**config.mk**
```make
export PLATFORM = sky130hd
export DESIGN_NAME = ifetch_wb_master
export DESIGN_NICKNAME = d
export VERILOG_FILES = /design/src/rtl/ifetch_wb_master.sv
export SDC_FILE = /design/constraint.sdc
export NUM_CORES = 1
export LEC_CHECK = 0
export ABC_CLOCK_PERIOD_IN_PS = 1900
export BUFFER_PORTS_ARGS = -buffer_cell sky130_fd_sc_hd__buf_4
export CAP_MARGIN = 20
export CORE_MARGIN = 4
export CORE_UTILIZATION = 50
export DETAILED_ROUTE_END_ITERATION = 8
export GPL_TIMING_DRIVEN = 0
export PLACE_DENSITY = 0.8
export SETUP_SLACK_MARGIN = 0.02
export SLEW_MARGIN = 20
export SYNTH_ARGS = -nofsm -noshare
export SYNTH_HDL_FRONTEND = slang
export SYNTH_SLANG_ARGS = --single-unit
```
**constraint.sdc**
```tcl
create_clock -name clk -period 1.9 [get_ports clk]
set_input_delay 0.285 -clock clk [delete_from_list [all_inputs] [get_ports clk]]
set_output_delay 0.285 -clock clk [all_outputs]
set_load 0.01 [all_outputs]
```
**src/rtl/ifetch_wb_master.sv**
```systemverilog
// Instruction fetch initiator: issues Wishbone B4 classic reads at the PC and
// hands one instruction at a time to decode over a valid/ready handshake.
module ifetch_wb_master #(
  parameter logic [31:0] RESET_PC = 32'h0000_0000,
  parameter int unsigned TIMEOUT  = 16
) (
  input  logic        clk,
  input  logic        rst_n,
  input  logic        redirect_valid,
  input  logic [31:0] redirect_pc,
  output logic        inst_valid,
  input  logic        inst_ready,
  output logic [31:0] inst_out,
  output logic [31:0] inst_pc,
  output logic        inst_fault,
  output logic        wb_cyc_o,
  output logic        wb_stb_o,
  output logic        wb_we_o,
  output logic [31:0] wb_adr_o,
  output logic [3:0]  wb_sel_o,
  input  logic [31:0] wb_dat_i,
  input  logic        wb_ack_i,
  input  logic        wb_err_i
);

  localparam int unsigned CW = (TIMEOUT > 1) ? $clog2(TIMEOUT) : 1;
  localparam logic [CW-1:0] TO_LAST = CW'((TIMEOUT == 0) ? 0 : TIMEOUT - 1);

  typedef enum logic [1:0] {IDLE, REQ, HOLD} state_t;

  state_t        state, state_nx;
  logic [31:0]   pc, pc_nx;
  logic [31:0]   pending_pc, pending_pc_nx;
  logic          discard, discard_nx;
  logic [CW-1:0] cnt, cnt_nx;
  logic          inst_valid_nx, inst_fault_nx;
  logic [31:0]   inst_out_nx, inst_pc_nx;
  logic          cyc_nx, stb_nx;
  logic [31:0]   adr_nx;
  logic [3:0]    sel_nx;
  logic [31:0]   redirect_aligned;
  logic          timeout_hit;

  assign redirect_aligned = redirect_pc & 32'hFFFF_FFFC;
  assign timeout_hit      = (TIMEOUT != 0) && (cnt == TO_LAST);
  assign wb_we_o          = 1'b0;

  always_comb begin
    state_nx      = state;
    pc_nx         = pc;
    pending_pc_nx = pending_pc;
    discard_nx    = discard;
    cnt_nx        = cnt;
    inst_valid_nx = inst_valid;
    inst_fault_nx = inst_fault;
    inst_out_nx   = inst_out;
    inst_pc_nx    = inst_pc;
    cyc_nx        = wb_cyc_o;
    stb_nx        = wb_stb_o;
    adr_nx        = wb_adr_o;
    sel_nx        = wb_sel_o;
    case (state)
      IDLE: begin
        pc_nx    = redirect_valid ? redirect_aligned : pc;
        adr_nx   = pc_nx;
        cyc_nx   = 1'b1;
        stb_nx   = 1'b1;
        sel_nx   = 4'hF;
        cnt_nx   = '0;
        state_nx = REQ;
      end
      REQ: begin
        cnt_nx = cnt + CW'(1);
        if (redirect_valid) begin
          pending_pc_nx = redirect_aligned;
          discard_nx    = 1'b1;
        end
        if (wb_err_i || wb_ack_i || timeout_hit) begin
          cyc_nx = 1'b0;
          stb_nx = 1'b0;
          sel_nx = '0;
          // A redirect arriving with the termination wins over any earlier one.
          if (discard || redirect_valid) begin
            state_nx   = IDLE;
            discard_nx = 1'b0;
            pc_nx      = redirect_valid ? redirect_aligned : pending_pc;
          end else begin
            state_nx      = HOLD;
            inst_valid_nx = 1'b1;
            inst_pc_nx    = pc;
            inst_fault_nx = wb_err_i || !wb_ack_i;
            inst_out_nx   = inst_fault_nx ? '0 : wb_dat_i;
          end
        end
      end
      HOLD: begin
        if (redirect_valid || inst_ready) begin
          pc_nx         = redirect_valid ? redirect_aligned : pc + 32'd4;
          inst_valid_nx = 1'b0;
          adr_nx        = pc_nx;
          cyc_nx        = 1'b1;
          stb_nx        = 1'b1;
          sel_nx        = 4'hF;
          cnt_nx        = '0;
          state_nx      = REQ;
        end
      end
      default: state_nx = IDLE;
    endcase
  end

  always_ff @(posedge clk or negedge rst_n) begin
    if (!rst_n) begin
      state      <= IDLE;
      pc         <= RESET_PC;
      pending_pc <= '0;
      discard    <= 1'b0;
      cnt        <= '0;
      inst_valid <= 1'b0;
      inst_fault <= 1'b0;
      inst_out   <= '0;
      inst_pc    <= '0;
      wb_cyc_o   <= 1'b0;
      wb_stb_o   <= 1'b0;
      wb_adr_o   <= '0;
      wb_sel_o   <= '0;
    end else begin
      state      <= state_nx;
      pc         <= pc_nx;
      pending_pc <= pending_pc_nx;
      discard    <= discard_nx;
      cnt        <= cnt_nx;
      inst_valid <= inst_valid_nx;
      inst_fault <= inst_fault_nx;
      inst_out   <= inst_out_nx;
      inst_pc    <= inst_pc_nx;
      wb_cyc_o   <= cyc_nx;
      wb_stb_o   <= stb_nx;
      wb_adr_o   <= adr_nx;
      wb_sel_o   <= sel_nx;
    end
  end

endmodule

```
==> impl_results.md <==
- Status: complete, but fails checks
- Failing checks: negative setup slack
- Hold Fails Final Rpt: 0
- CP endpoint kind: flip-flop
- Layout Nets: between 1000 and 1500
- Crit path time final: roughly 2.1 ns
- Cell area after synthesis: between 0.008 and 0.009 mm^2
- Most frequent cell on the critical path: buf_4
- Gate Count Post-Synth: roughly 900
- Synth area leaders: dfrtp_1, mux2_2, nand2_1
- Synth top area share: 0.476
- Met3 Use GR: 0.0809
- Mean area per synthesized cell: between 9 and 10 um^2
- CP required: around 2.2 ns
- Unique masters post-synth: 71
- Core region area: between 0.015 and 0.02 mm^2
- DIE HEIGHT: roughly 140 um
- Cell taking the most area after synthesis: dfrtp_1
- Initial antenna violation count: 1
- CTS root buffer: clkbuf_16
- GRT met1 Usage: 0.406
- Slew HR: 0.441
- Flops & latches, synth: 170
- F_max: between 400 and 500 MHz
- Lkg Pwr: about 6 nW
- Cells along the critical path: buf_4, ha_4, nand2b_4, a21o_1, nand4_1, buf_4, buf_4, nor4_1, nor3_1
- Max incr delay on CP: 0.41 ns
- Worst endpoint data arrival time: about 2.4 ns
- Maximum vdd drop: roughly 0.00093 V
- Final Util: 0.771
- CTS Buf Count: 17
- R2R depth: 9
- Clk_skew: 0.0109 ns
- Worst Tran Pin Value: between 0.8 and 0.9 ns
- CP Max Fanout: 5
- Worst skew pair latency: about 0.46 ns
- Port bufs: 170
- Seq/Total Area, Yosys: 0.476
- Cell area after layout: around 0.013 mm^2
- Worst Setup EP: pc[14]
- Tcrit/Tclk final: 1.08
- CTS tree: built
- Clock transition at path regs: ~0.07 ns
- DRT antenna net count: 0
- Htree depth: 4
- Fillers: between 1000 and 1500
- Via Count: approximately 9500
- Syn nets: 980
- Met2 usage: 0.507
- Final hold slack: just under 0.04 ns
- CP delay by family, top: simple AND/OR/NAND/NOR gates
- Critical path depth: 9
- # setup viols final: between 90 and 100
- Max Slew Vio Count: 0
- Vias in the first global route: roughly 8600
- Synth Warn #: 0
- Max stage delay cell, worst path: dfrtp_1
- R2R Setup Slk: -0.16 ns
- Max-capacitance violation count: 0
- Post-synth EDFFs: 0
- Final setup margin: -0.161 ns
- Global routing's busiest layer: met2
- CP Launch Type: flip-flop
- Setup CP Type: reg -> reg
- Clk buf depth: 2
- FP Rows: between 40 and 50
- Placed Area: approximately 0.011 mm^2
- Min-Delay Path Depth: 2
- DIE AREA: roughly 0.020 mm^2
- First drt pass iteration count: 6
- I/O pin total: approximately 180
- Residual DRC: 0
- Type of the most critical hold path: in -> reg
- Asr flop ratio synth: 1.00
- CP bufs+invs: 3
- Total track usage: 0.319
- Initial Util: 0.513
- Setup WS pre-CTS: -0.859 ns
- Largest net degree at the start of global routing: between 90 and 100
- Area Overhead vs Synth: 50.2%
- Post-DP HPWL: approximately 21000 um
- Gpl congestion: between 0.9 and 1
- RSZ-0062 raised after global routing: true
- Routed WL per cell: 25.2 um
- Vias/cell: 6.67
- Final wirelength: ~36000 um
- First-pass GRT wire length: between 40000 and 50000 um
- Iter 0 DRT Violations: approximately 1300
- Pwr per Cell Area: roughly 1800 mW/mm^2
- Layout cells sized above 1: 0.488
- Clk sinks: 170
- Prevailing post-synth register cell: dfrtp_1
- Critical Path Source: state[0]
- R2r startpoint: state[0]
- FF-to-FF End: pc[14]
- Die X: about 140 um
- Grt ovf: 0
==> per-stage QoR <==
stage          TNS [ns]  cells  power (mW)
3_3_place_gp    -150.10   1299        16.2
5_1_grt          -10.88   1430        25.7
6_report          -6.92   1430        24.8
3_5_place_dp     -79.58   1300        16.4
2_1_floorplan   -0.0409    904        12.4
4_1_cts           -2.11   1392        22.0
==> layout make-up <==
| type | instances | area (um^2) | share of cell area |
|---|---|---|---|
| diodes | 1 | 2.50 | 0.000186 |
| inverters | 20 | 91.3 | 0.00681 |
| multi-input cells | 634 | 5100 | 0.380 |
| repair buffers | 273 | 2320 | 0.173 |
| plain buffers | 75 | 757 | 0.0564 |
| clock buffers | 17 | 425 | 0.0317 |
| clock inverters | 15 | 174 | 0.0130 |
| flip-flops and latches | 170 | 4270 | 0.318 |
| well taps | 225 | 282 | 0.0210 |
==> cells in the mapped netlist (14+ instances only) <==
cell      instances
dfrtp_1         170
nand2_1          97
mux2_2           70
o21ai_0          67
a21oi_1          48
nor2_1           37
a22o_1           34
clkbuf_1         33
nor3_1           28
buf_2            23
nand3_1          21
nand4_1          19
inv_1            18
o22ai_1          15
mux2i_1          14
nand2b_1         14
==> placed cells by master (no fill, tap or decap), types with 9 or more instances in the layout <==
cell type / count
nand4_1: 19
and3_1: 10
inv_1: 14
buf_6: 35
mux2_2: 70
dfrtp_2: 9
nand2_4: 10
nand2_1: 80
a22o_1: 34
dfrtp_1: 161
buf_12: 10
xor2_1: 11
nor3_1: 16
nand3_1: 15
mux2i_1: 13
clkbuf_16: 24
nor2_1: 30
buf_4: 256
nand2b_1: 12
clkbuf_2: 12
o22ai_1: 10
buf_8: 12
a21oi_1: 39
o21ai_0: 53
==> report_power, final <==
group	switching [mW]	internal [mW]	total [mW]	leakage, nW
logic	7.60	7.01	14.6	3.75
registers	1.30	5.33	6.63	2.09
clock network	1.80	1.78	3.57	0.293
total	10.7	14.1	24.8	6.14
==> how the worst min path moves through the flow <==
stage	start	end	slack (ns)
floorplan	rst_n	cnt[0]	-0.01
global placement	inst_pc[5]	inst_pc[5]	0.47
detailed placement	rst_n	inst_out[0]	0.30
CTS	wb_dat_i[27]	inst_out[27]	0.04
global route	wb_dat_i[28]	inst_out[28]	0.03
finish	wb_dat_i[27]	inst_out[27]	0.04
==> repair_timing <==
| item | CTS | global route |
|---|---|---|
| cloned | 4 | 7 |
| hold buffers | 1 | 0 |
| endpoints found under the setup margin | 168 | 161 |
| pin swaps | 36 | 67 |
| setup buffers | 59 | 31 |
| hold endpoints to repair | 77 | 0 |
| resized for setup | 182 | 180 |
==> flip-flops by register name (all words and copies together), names as in the netlist <==
| name | count |
|---|---|
| inst_out | 32 |
| pending_pc | 32 |
| wb_adr_o | 32 |
| discard | 1 |
| inst_pc | 32 |
| state | 2 |
| inst_fault | 1 |
| inst_valid | 1 |
| cnt | 4 |
| pc | 32 |
| wb_sel_o | 1 |
==> cells by family (layout without fill, tap and decap cells) <==
family / Yosys count / in the layout / synth area share
other: 1 / 2 / 0.000420
AO/OA/AOI/OAI: 250 / 250 / 0.187
buffers and inverters: 100 / 400 / 0.0493
adder cells (fa/ha/maj): 6 / 6 / 0.00840
flip-flops: 170 / 170 / 0.476
XOR/XNOR: 20 / 20 / 0.0196
multiplexers: 84 / 84 / 0.104
AND/OR/NAND/NOR: 273 / 273 / 0.156
==> routing by layer <==
metal	up-vias	routed length (um)
li1	3902	-
met1	4594	12900
met2	814	16400
met3	222	4320
met4	0	2380
met5	-	0
No activity file was read; power rests on OpenSTA's default activity.
